`config.mk`:
```
export PLATFORM = sky130hd
export DESIGN_NAME = i2c_req_arbiter
export DESIGN_NICKNAME = d
export VERILOG_FILES = /design/src/rtl/i2c_req_arbiter.sv
export SDC_FILE = /design/constraint.sdc
export NUM_CORES = 1
export LEC_CHECK = 0
export CELL_PAD_IN_SITES_DETAIL_PLACEMENT = 0
export CELL_PAD_IN_SITES_GLOBAL_PLACEMENT = 2
export CORE_ASPECT_RATIO = 0.5
export CORE_MARGIN = 2
export CORE_UTILIZATION = 26
export DETAILED_ROUTE_END_ITERATION = 8
export GPL_TIMING_DRIVEN = 0
export PLACE_DENSITY_LB_ADDON = 0.12
export SETUP_SLACK_MARGIN = 0.4
export SYNTH_ARGS = -nofsm -noshare
export SYNTH_HDL_FRONTEND = slang
export SYNTH_SLANG_ARGS = --single-unit
```
`constraint.sdc`:
```
create_clock -name i2c_clk_in -period 2.5 [get_ports i2c_clk_in]
set_clock_uncertainty 0.15 [all_clocks]
set_input_delay 0.5 -clock i2c_clk_in [delete_from_list [all_inputs] [get_ports i2c_clk_in]]
set_output_delay 0.5 -clock i2c_clk_in [all_outputs]
set_load 0.005 [all_outputs]
```
`src/rtl/i2c_req_arbiter.sv`:
```
// Round-robin share of one I2C master FSM between NUM_REQ requesters, one transaction at a time.
// gnt/m_en one cycle after req is sampled, done one cycle after m_done; held requests wait while busy.
module i2c_req_arbiter #(
  parameter int NUM_REQ     = 4,
  parameter int ADDR_W      = 7,
  parameter int DATA_W      = 8,
  parameter int TIMEOUT_CYC = 1023
) (
  input  logic                      i2c_clk_in,
  input  logic                      resetN,
  input  logic [NUM_REQ-1:0]        req,
  input  logic [NUM_REQ*ADDR_W-1:0] req_addr,
  input  logic [NUM_REQ-1:0]        req_rw,
  input  logic [NUM_REQ*DATA_W-1:0] req_wdata,
  output logic [NUM_REQ-1:0]        gnt,
  output logic [NUM_REQ-1:0]        done,
  output logic [DATA_W-1:0]         rsp_rdata,
  output logic                      rsp_nack,
  output logic                      rsp_timeout,
  output logic                      busy,
  output logic                      m_en,
  output logic                      m_rw,
  output logic [ADDR_W-1:0]         m_addr,
  output logic [DATA_W-1:0]         m_wdata,
  output logic                      m_abort,
  input  logic                      m_busy,
  input  logic                      m_done,
  input  logic                      m_nack,
  input  logic [DATA_W-1:0]         m_rdata
);

  localparam int IDX_W = $clog2(NUM_REQ);
  localparam int WD_W  = $clog2(TIMEOUT_CYC + 1);
  // The abort fires on the edge where the counter would reach TIMEOUT_CYC.
  localparam logic [WD_W-1:0] WD_LAST = WD_W'(TIMEOUT_CYC - 1);

  typedef enum logic [1:0] {IDLE, LAUNCH, WAIT_DONE, RESP} state_t;

  state_t           state;
  logic [IDX_W-1:0] ptr;
  logic [IDX_W-1:0] idx;
  logic [WD_W-1:0]  wdog;
  logic             win_vld;
  logic [IDX_W-1:0] win_idx;

  // Scan from farthest to nearest so the first requester after ptr ends up winning.
  always_comb begin
    win_vld = 1'b0;
    win_idx = '0;
    for (int k = NUM_REQ; k >= 1; k--) begin
      if (req[IDX_W'((int'(ptr) + k) % NUM_REQ)]) begin
        win_vld = 1'b1;
        win_idx = IDX_W'((int'(ptr) + k) % NUM_REQ);
      end
    end
  end

  always_ff @(posedge i2c_clk_in or negedge resetN) begin
    if (!resetN) begin
      state       <= IDLE;
      ptr         <= IDX_W'(NUM_REQ - 1);
      idx         <= '0;
      wdog        <= '0;
      gnt         <= '0;
      done        <= '0;
      rsp_rdata   <= '0;
      rsp_nack    <= 1'b0;
      rsp_timeout <= 1'b0;
      busy        <= 1'b0;
      m_en        <= 1'b0;
      m_rw        <= 1'b0;
      m_addr      <= '0;
      m_wdata     <= '0;
      m_abort     <= 1'b0;
    end else begin
      gnt     <= '0;
      done    <= '0;
      m_abort <= 1'b0;
      case (state)
        IDLE: begin
          if (win_vld) begin
            idx     <= win_idx;
            m_addr  <= req_addr[win_idx*ADDR_W +: ADDR_W];
            m_rw    <= req_rw[win_idx];
            m_wdata <= req_wdata[win_idx*DATA_W +: DATA_W];
            gnt     <= NUM_REQ'(1) << win_idx;
            m_en    <= 1'b1;
            busy    <= 1'b1;
            wdog    <= '0;
            state   <= LAUNCH;
          end
        end
        LAUNCH, WAIT_DONE: begin
          wdog <= wdog + 1'b1;
          // Completion beats the watchdog when both land on the same edge.
          if (m_done) begin
            m_en        <= 1'b0;
            done        <= NUM_REQ'(1) << idx;
            rsp_rdata   <= m_rw ? m_rdata : '0;
            rsp_nack    <= m_nack;
            rsp_timeout <= 1'b0;
            state       <= RESP;
          end else if (wdog == WD_LAST) begin
            m_en        <= 1'b0;
            m_abort     <= 1'b1;
            done        <= NUM_REQ'(1) << idx;
            rsp_rdata   <= '0;
            rsp_nack    <= 1'b0;
            rsp_timeout <= 1'b1;
            state       <= RESP;
          end else if (state == LAUNCH && m_busy) begin
            m_en  <= 1'b0;
            state <= WAIT_DONE;
          end
        end
        RESP: begin
          ptr         <= idx;
          rsp_rdata   <= '0;
          rsp_nack    <= 1'b0;
          rsp_timeout <= 1'b0;
          busy        <= 1'b0;
          state       <= IDLE;
        end
        default: state <= IDLE;
      endcase
    end
  end

endmodule
```
[Word-level counts from Yosys, hierarchy flattened]
Cells that the tools add are included.
Storage, ports and cells
  output and inout port bits: 37
  flip-flop bits (word level): 53
Cells by class
  shifts and indexed selects: 4
  multiply operators: 1
  multiplexer cells: 53
  equality and inequality tests: 7
  order comparisons: 5
  add/sub/neg operators: 5
  reductions and logical operators: 12
Operators with widths (count)
  $shiftx A32 B6 Y8: 1
  $shiftx A28 B6 Y7: 1
  $mux W1: 24
  $mux W8: 3
  $mux W4: 5
  $pmux W10 S2: 1
  $lt A2 B4 Y1 const B: 4
  $mux W2: 8
  $pmux W8 S2: 1
  $add A10 B1 Y10 const B: 1
  $bmux W1 S2: 5
  $eq A10 B10 Y1 const B: 1
  $mux W10: 1
  $reduce_and A2 Y1: 5
  $pmux W1 S2: 4
  $shl A1 B2 Y4 const A: 2
  $pmux W2 S3: 1
  $reduce_bool A2 Y1: 3
  $mul A2 B3 Y5 const B: 1
  $add A2 B1 Y2 const B: 2
  $add A2 B2 Y2 const B: 2
  $eq A2 B2 Y1 const B: 2
  $ne A4 B4 Y1 const B: 1
  $lt A2 B3 Y1 const B: 1
  7 further kinds: 7

[Longest topological paths before layout]
Gate-level depths: netlist (run 1).
  word-level depth: 11
  gate-level depth with buffers: 7
  gate-level depth less buffers: 7

[Worst setup path after synthesis (run 1)]
Ideal clock, no wire load.
  path type: in2reg
  start: input port req[0]
  end: register m_addr[0]
  arrival time: 1.579 ns
  path slack: 0.639 ns
  stages: 5
  path buffers: 1
  path through: nor4_4 -> nor2b_1 -> nand2_2 -> buf_4 -> o221ai_2
On the way
  longest elaborated chain between the ends: 9
  elaborated cells on any way between the ends: 23
  classes of those cells: mul: 1; shift: 1; mux: 20; reduce/logical: 1
Ends and longest elaborated chain
  start: declaration: RTL line 11  | input logic [NUM_REQ-1:0] req,
  $bmux W1 S2: RTL line 51  | if (req[IDX_W'((int'(ptr) + k) % NUM_REQ)]) begin
  $mux W1 (implied by the code) (2 in a row): RTL line 51
  $mux W2 (4 in a row): RTL line 51
  $mul A2 B3 Y5: RTL line 83  | m_addr <= req_addr[win_idx*ADDR_W +: ADDR_W];
  $shiftx A28 B6 Y7: RTL line 83
  end signal: assignment: RTL line 83
  end: declaration: RTL line 23  | output logic [ADDR_W-1:0] m_addr,
Parallel ways exist; a longest one is shown, timed or not. The select of a mux whose other input is x is not followed.
A chain may end at the register's enable or synchronous reset.

[Worst setup path in the final report (run 1)]
  start: input port req[2]
  end: register m_rw
On the way
  longest elaborated chain between the ends: 9
  elaborated cells on any way between the ends: 23
  classes of those cells: mux: 22; reduce/logical: 1
Ends and longest elaborated chain
  $bmux W1 S2: RTL line 51
  $mux W1 (implied by the code) (2 in a row): RTL line 51
  $mux W2 (4 in a row): RTL line 51
  $bmux W1 S2: RTL line 84  | m_rw <= req_rw[win_idx];
  $mux W1 (implied by the code): RTL line 84
  end signal: assignment: RTL line 84
  end: declaration: RTL line 22  | output logic m_rw,
Parallel ways exist; a longest one is shown, timed or not. The select of a mux whose other input is x is not followed.

==> results of run 1 <==
## Yosys cell counts (8+ instances only)
cell type,instances
mux2i_1,34
xor2_1,8
a22o_1,9
o221ai_1,8
inv_1,8
dfrtp_1,51
o221ai_2,9
nand2_1,34
nor2_1,16
## worst max-delay path, cell delays in order
cell and delay [ns]:
dlygate4sd2_1 0.30, and2b_1 0.26, a21oi_2 0.05, o221ai_2 0.18, buf_6 0.17, buf_12 0.15
mux2i_2 0.26, o221ai_1 0.15
## flip-flops by register name (all words and copies together) (netlist names)
name	count
done	4
idx	2
busy	1
m_wdata	8
gnt	4
rsp_rdata	8
rsp_timeout	1
rsp_nack	1
ptr	2
m_rw	1
m_abort	1
m_en	1
state	2
wdog	10
m_addr	7
## metrics by stage
step | std cells | hold WS [ns] | util (%) | worst slack (ns)
floorplan | 248 | 0.0544 | - | 0.639
global placement | 505 | 0.322 | 40.1 | -0.951
detailed placement | 506 | 0.322 | 40.2 | -0.267
CTS | 519 | 0.0223 | 42.2 | 0.395
global route | 519 | 0.0431 | 42.3 | 0.428
finish | 519 | 0.00787 | 42.3 | 0.481
## power groups by stage
stage	Combinational [mW]	Sequential (mW)	Clock, mW
floorplan	1.23	1.38	0
global placement	2.14	1.39	0
detailed placement	2.17	1.39	0
CTS	2.22	1.38	0.718
global route	2.43	1.42	0.754
finish	2.19	1.38	0.690
## repair_timing
action / 4_1_cts / 5_1_grt
resized for setup: 8 / 9
endpoints found under the setup margin: 29 / 34
buffers inserted: 5 / 0
pin swaps: 2 / 2
## placed cells by master (no fill, tap or decap), types with 3 or more instances in the layout
cell type        netlist  final
clkdlybuf4s50_1        0    112
dfrtp_1               51     51
nand2_1               34     34
mux2i_1               34     32
nor2_1                16     16
o221ai_2               9      9
a22o_1                 9      9
inv_1                  8      8
xor2_1                 8      8
o221ai_1               8      8
buf_4                  2      7
and3_1                 6      6
o21ai_0                6      6
nand3_1                6      6
ha_1                   6      6
clkbuf_16              0      5
nand2b_1               3      3
buf_6                  2      3
a21oi_1                3      3
nand4_1                3      3
clkbuf_2               0      3
buf_12                 2      3
## per-layer routing
layer / track usage (%) / wire, um / vias to the layer above
li1: - / - / 1157
met1: 17.9 / 3490 / 1104
met3: 4.82 / 517 / 2
met2: 22.8 / 3500 / 57
met5: 0 / 0 / -
met4: 1.96 / 29 / 0
## cell families after synthesis
family / after synthesis / share of synthesized area, %
multiplexers: 36 / 13.0
AND/OR/NAND/NOR: 79 / 13.7
AO/OA/AOI/OAI: 46 / 16.0
XOR/XNOR: 8 / 2.50
buffers and inverters: 20 / 4.74
flip-flops: 53 / 47.5
adder cells (fa/ha/maj): 6 / 2.68
## layout make-up
type	instances	area [um2]	area share, %
multi-input cells	175	1360	31.1
flip-flops and latches	53	1330	30.4
repair buffers	123	1230	28.0
well taps	140	175	4.00
clock buffers	6	129	2.95
plain buffers	12	113	2.57
inverters	8	30.0	0.686
clock inverters	2	15.0	0.343
## worst min-delay path by stage
stage,startpoint,end,slack (ns),depth (start not counted)
finish,resetN,wdog[6],0.008,1
detailed placement,m_wdata[3],m_wdata[3],0.32,2
global route,resetN,wdog[5],0.04,1
global placement,m_wdata[7],m_wdata[7],0.32,2
CTS,resetN,wdog[9],0.02,1
floorplan,resetN,busy,0.05,0
==> flow_metrics.py, run 1 <==
metrics = {
    "pwr": {
        "power_density_nw_per_um2": 972,
        "power.share.switching_pct": 36.0,
        "power_frac_seq_pct": 32.4,
        "combPwrFrac_pct": 51.4,
        "leakagePower_nw": 1.97,
        "power_mw": 4.25,
        "switchingPower_mw": 1.53,
        "ir_drop_mv": 0.304,
        "p_clk_share_pct": 16.2,
        "intPower_mw": 2.72,
    },
    "clock_tree": {
        "cts_sinks": 53,
        "htree_levels": 2,
        "clock-root-buffer": "clkbuf_16",
        "cts_tree": "yes",
        "insertion_delay_ns": 0.29,
        "numCtsBuffers": 5,
        "hold_buffers": 0,
        "clockBufferDepth": 2,
        "path_clk_slew_ns": 0.07,
    },
    "placed_design": {
        "dpl_cell_area_um2": 4160,
        "globalplace.congestion": 0.713,
        "io_buffers": 117,
        "hpwl_mm": 5.93,
    },
    "layout": {
        "drive_gt1_share_pct": 13.2,
        "diodes": 0,
        "finalInstanceArea_um2": 4380,
        "fin_nets": 465,
        "area_growth_pct": 56.3,
        "fillers": 993,
    },
    "grt": {
        "grt_pass1_wl_mm": 12.6,
        "grt_use_total_pct": 13.8,
        "grt_pass1_vias": 2541,
        "grt_max_degree": 37,
        "overflow": 0,
        "antenna_found_initial": 0,
    },
    "worst_setup_path": {
        "r2r_slack_ns": 0.50,
        "path_class": "in -> reg",
        "crit_path_start_kind": "primary input",
        "r2r_end": "m_rw",
        "end_kind": "flip-flop",
        "crit_path_end": "m_rw",
        "reg2reg_from": "ptr[1]",
        "crit_start": "req[2]",
        "required_ns": 2.51,
        "crit_path_max_fanout": 10,
        "reg2reg_depth": 7,
        "arrival_ns": 2.03,
    },
    "sta": {
        "setup_violations": 0,
        "layout_min_cycle_time_ns": 2.02,
        "hold_viol": 0,
        "worstMarginPinSlew_ns": 0.462,
        "setup_tns_ns": 0,
        "max_slew_margin_pct": 69.2,
        "fmax_ghz": 0.495,
        "slew_viol_final": 0,
        "fin_crit_sh_pct": 80.7,
        "rsz0062_at_grt": "no",
    },
    "floorplanning": {
        "dieHeight_um": 77.4,
        "die_width_um": 151,
        "start_util_pct": 27.1,
        "rows": 26,
        "fp.coreArea_um2": 10300,
        "io-pin-count": 118,
        "dieArea_um2": 11700,
    },
    "synth": {
        "syn-num-nets": 335,
        "syn_area_um2": 2800,
        "syn_area_per_cell_um2": 11.3,
        "synth-seq-cells": 53,
        "synth_top_area_share_pct": 45.6,
        "synth.distinct_cells": 41,
        "yosysTopAreaCell": "dfrtp_1",
        "synthCells": 248,
        "yosysSeqAreaShare_pct": 47.5,
        "synthArstFlopShare_pct": 100,
        "synth-edff-count": 0,
        "netlist_top_cells_area": "dfrtp_1 46%, mux2i_1 12%, o221ai_2 4.8%, nand2_1 4.6%, a22o_1 2.8%",
        "synth_warnings": 0,
        "synth_ff_type": "dfrtp_1",
    },
    "detailed_routing": {
        "ant_nets": 0,
        "drt_iter0_markers": 104,
        "via_count": 2320,
        "dr.pass1.iters": 4,
        "wl_per_cell_um": 14.5,
        "drc": 0,
        "vias_per_cell": 4.47,
        "wl_mm": 7.54,
    },
    "run_status": {
        "status": "complete, no violations",
    },
    "flow_run": {
        "drv_cap": 0,
    },
    "hold_path": {
        "hp-class": "in -> async",
    },
}
(Power assumes the default switching activity.)
==> run 2, diff against run 1 <==
--- a/config.mk
+++ b/config.mk
@@ -9,7 +9,7 @@
 export CELL_PAD_IN_SITES_GLOBAL_PLACEMENT = 2
 export CORE_ASPECT_RATIO = 0.5
 export CORE_MARGIN = 2
-export CORE_UTILIZATION = 26
+export CORE_UTILIZATION = 23
 export DETAILED_ROUTE_END_ITERATION = 8
 export GPL_TIMING_DRIVEN = 0
 export PLACE_DENSITY_LB_ADDON = 0.12
==> constraint.sdc (replaced) <==
create_clock -name i2c_clk_in -period 1.6 [get_ports i2c_clk_in]
set_clock_uncertainty 0.15 [all_clocks]
set_input_delay 0.32 -clock i2c_clk_in [delete_from_list [all_inputs] [get_ports i2c_clk_in]]
set_output_delay 0.32 -clock i2c_clk_in [all_outputs]
set_load 0.005 [all_outputs]
==> run 2 against run 1 <==
The run now ends with negative hold slack, negative setup slack left. Sequential share of layout area fell by 4.4 points. Clock power is 86% higher. Via count increased by 13%. Wire length is 18% higher. Sequential cell count stayed put. Critical path type is now reg -> reg. Largest power group unchanged.
==> flow_metrics.py, run 2 (synthesis results as in run 1) <==
metrics = {
    "pwr": {
        "ir_drop_mv": 0.542,
        "power_mw": 8.65,
        "power_density_nw_per_um2": 1690,
        "leakagePower_nw": 2.38,
    },
    "worst_setup_path": {
        "crit_path_max_fanout": 10,
        "end_kind": "flip-flop",
        "crit_path_end": "m_addr[3]",
        "r2r_slack_ns": -0.32,
        "r2r_end": "m_addr[3]",
        "crit_start": "ptr[1]",
        "crit_path_start_kind": "flip-flop",
        "reg2reg_from": "ptr[1]",
        "path_class": "reg -> reg",
        "reg2reg_depth": 7,
        "arrival_ns": 1.94,
        "required_ns": 1.62,
    },
    "clock_tree": {
        "clock-root-buffer": "clkbuf_16",
        "htree_levels": 2,
        "path_clk_slew_ns": 0.07,
        "cts_tree": "yes",
        "cts_sinks": 53,
        "numCtsBuffers": 5,
        "insertion_delay_ns": 0.29,
        "clockBufferDepth": 2,
    },
    "sta": {
        "max_slew_margin_pct": 65.1,
        "fmax_ghz": 0.522,
        "fin_crit_sh_pct": 120,
        "whs_ns": -0.151,
        "worstMarginPinSlew_ns": 0.523,
        "setup_violations": 41,
        "layout_min_cycle_time_ns": 1.92,
        "hold_viol": 19,
        "setup_slack_ns": -0.315,
        "setup_tns_ns": -7.12,
        "rsz0062_at_grt": "yes",
        "slew_viol_final": 0,
    },
    "layout": {
        "area_growth_pct": 83.2,
        "finalInstanceArea_um2": 5130,
        "reg_top3": "wdog x10, m_wdata x8, rsp_rdata x8",
        "fillers": 1163,
        "fin_cells": 599,
        "top_register": "wdog",
        "multi_input_area_um2": 1650,
        "mostFrequentLayoutCells": "75 x clkdlybuf4s50_1, 50 x dfrtp_1, 42 x buf_4, 38 x buf_2, 29 x nand2_1",
        "final_common_cell": "clkdlybuf4s50_1",
        "largest_reg_flops": 10,
        "diodes": 0,
        "fin_nets": 520,
        "drive_gt1_share_pct": 45.4,
        "regArea_um2": 1330,
    },
    "detailed_routing": {
        "dr.pass1.iters": 4,
        "wl_mm": 8.89,
        "vias_per_cell": 4.38,
        "wl_per_cell_um": 14.8,
        "via_count": 2624,
        "ant_nets": 0,
        "drt_iter0_markers": 91,
        "drc": 0,
    },
    "floorplanning": {
        "start_util_pct": 23.6,
        "dieArea_um2": 13100,
        "io-pin-count": 118,
        "die_width_um": 160,
        "dieHeight_um": 82.0,
        "fp.coreArea_um2": 11800,
        "rows": 28,
    },
    "hold_path": {
        "hp-class": "in -> async",
    },
    "grt": {
        "grt_pass1_vias": 2804,
        "grt_pass1_wl_mm": 14.3,
        "antenna_found_initial": 0,
        "grt_max_degree": 35,
        "grt_use_total_pct": 14.0,
        "overflow": 0,
    },
    "placed_design": {
        "globalplace.congestion": 0.744,
        "pre_cts_slack_ns": -0.952,
        "io_buffers": 117,
        "dpl_cell_area_um2": 4330,
        "hpwl_mm": 6.08,
        "post-place-cells": 531,
    },
    "flow_run": {
        "drv_cap": 0,
    },
    "run_status": {
        "status": "finished with violations",
        "failed_checks": "negative hold slack, negative setup slack",
    },
}
-- run 2: through the flow --
step           utilization [%]  hold slack (ns)
2_1_floorplan                -           -0.126
3_3_place_gp              36.5            0.324
3_5_place_dp              36.6            0.186
4_1_cts                   41.1           -0.127
5_1_grt                   43.3           -0.113
6_report                  43.3           -0.151
-- run 2: worst min path at each step --
stage,startpoint,end,slack (ns),cells past startpoint
finish,resetN,state[1],-0.15,1
global route,resetN,wdog[7],-0.11,1
CTS,resetN,state[1],-0.13,1
detailed placement,resetN,rsp_rdata[3],0.19,1
global placement,m_wdata[2],m_wdata[2],0.32,2
floorplan,resetN,busy,-0.13,0
-- run 2: routing by layer --
| layer | up-vias | GRT usage, % | share of wire [%] |
|---|---|---|---|
| met3 | 4 | 3.43 | 4.2 |
| met5 | - | 0 | 0 |
| met4 | 0 | 2.70 | 0.62 |
| met1 | 1287 | 17.2 | 45 |
| li1 | 1273 | - | - |
| met2 | 60 | 25.5 | 51 |
-- run 2: timing repair --
item                                    in CTS  in global routing
gates cloned                                 1                  0
endpoints found under the hold margin       19                 19
resized for setup                          201                 41
buffers inserted                            40                 19
pin swaps                                   18                 19
endpoints found under the setup margin      89                 90
-- run 2: final cells by class --
type / count / area share, %
inverter: 8 / 0.634
clock buffer: 7 / 2.78
buffer: 12 / 3.76
clock inverter: 1 / 0.585
multi-input combinational: 175 / 32.1
sequential: 53 / 25.9
timing repair buffer: 178 / 30.1
tap: 165 / 4.02
-- run 2: power by group --
group          internal, mW  leakage [nW]  total [mW]  switching, mW
Sequential             1.83         0.686        2.14          0.312
Clock                 0.784        0.0841        1.28          0.500
Combinational          3.00          1.61        5.22           2.23
-- run 2: worst max-delay path, cell delays in order (launching register included) --
cell	delay (ns)
dfstp_2	0.58
nand2b_4	0.14
a21oi_2	0.05
o221ai_2	0.18
buf_6	0.17
buf_12	0.16
mux2i_1	0.24
o221ai_2	0.11
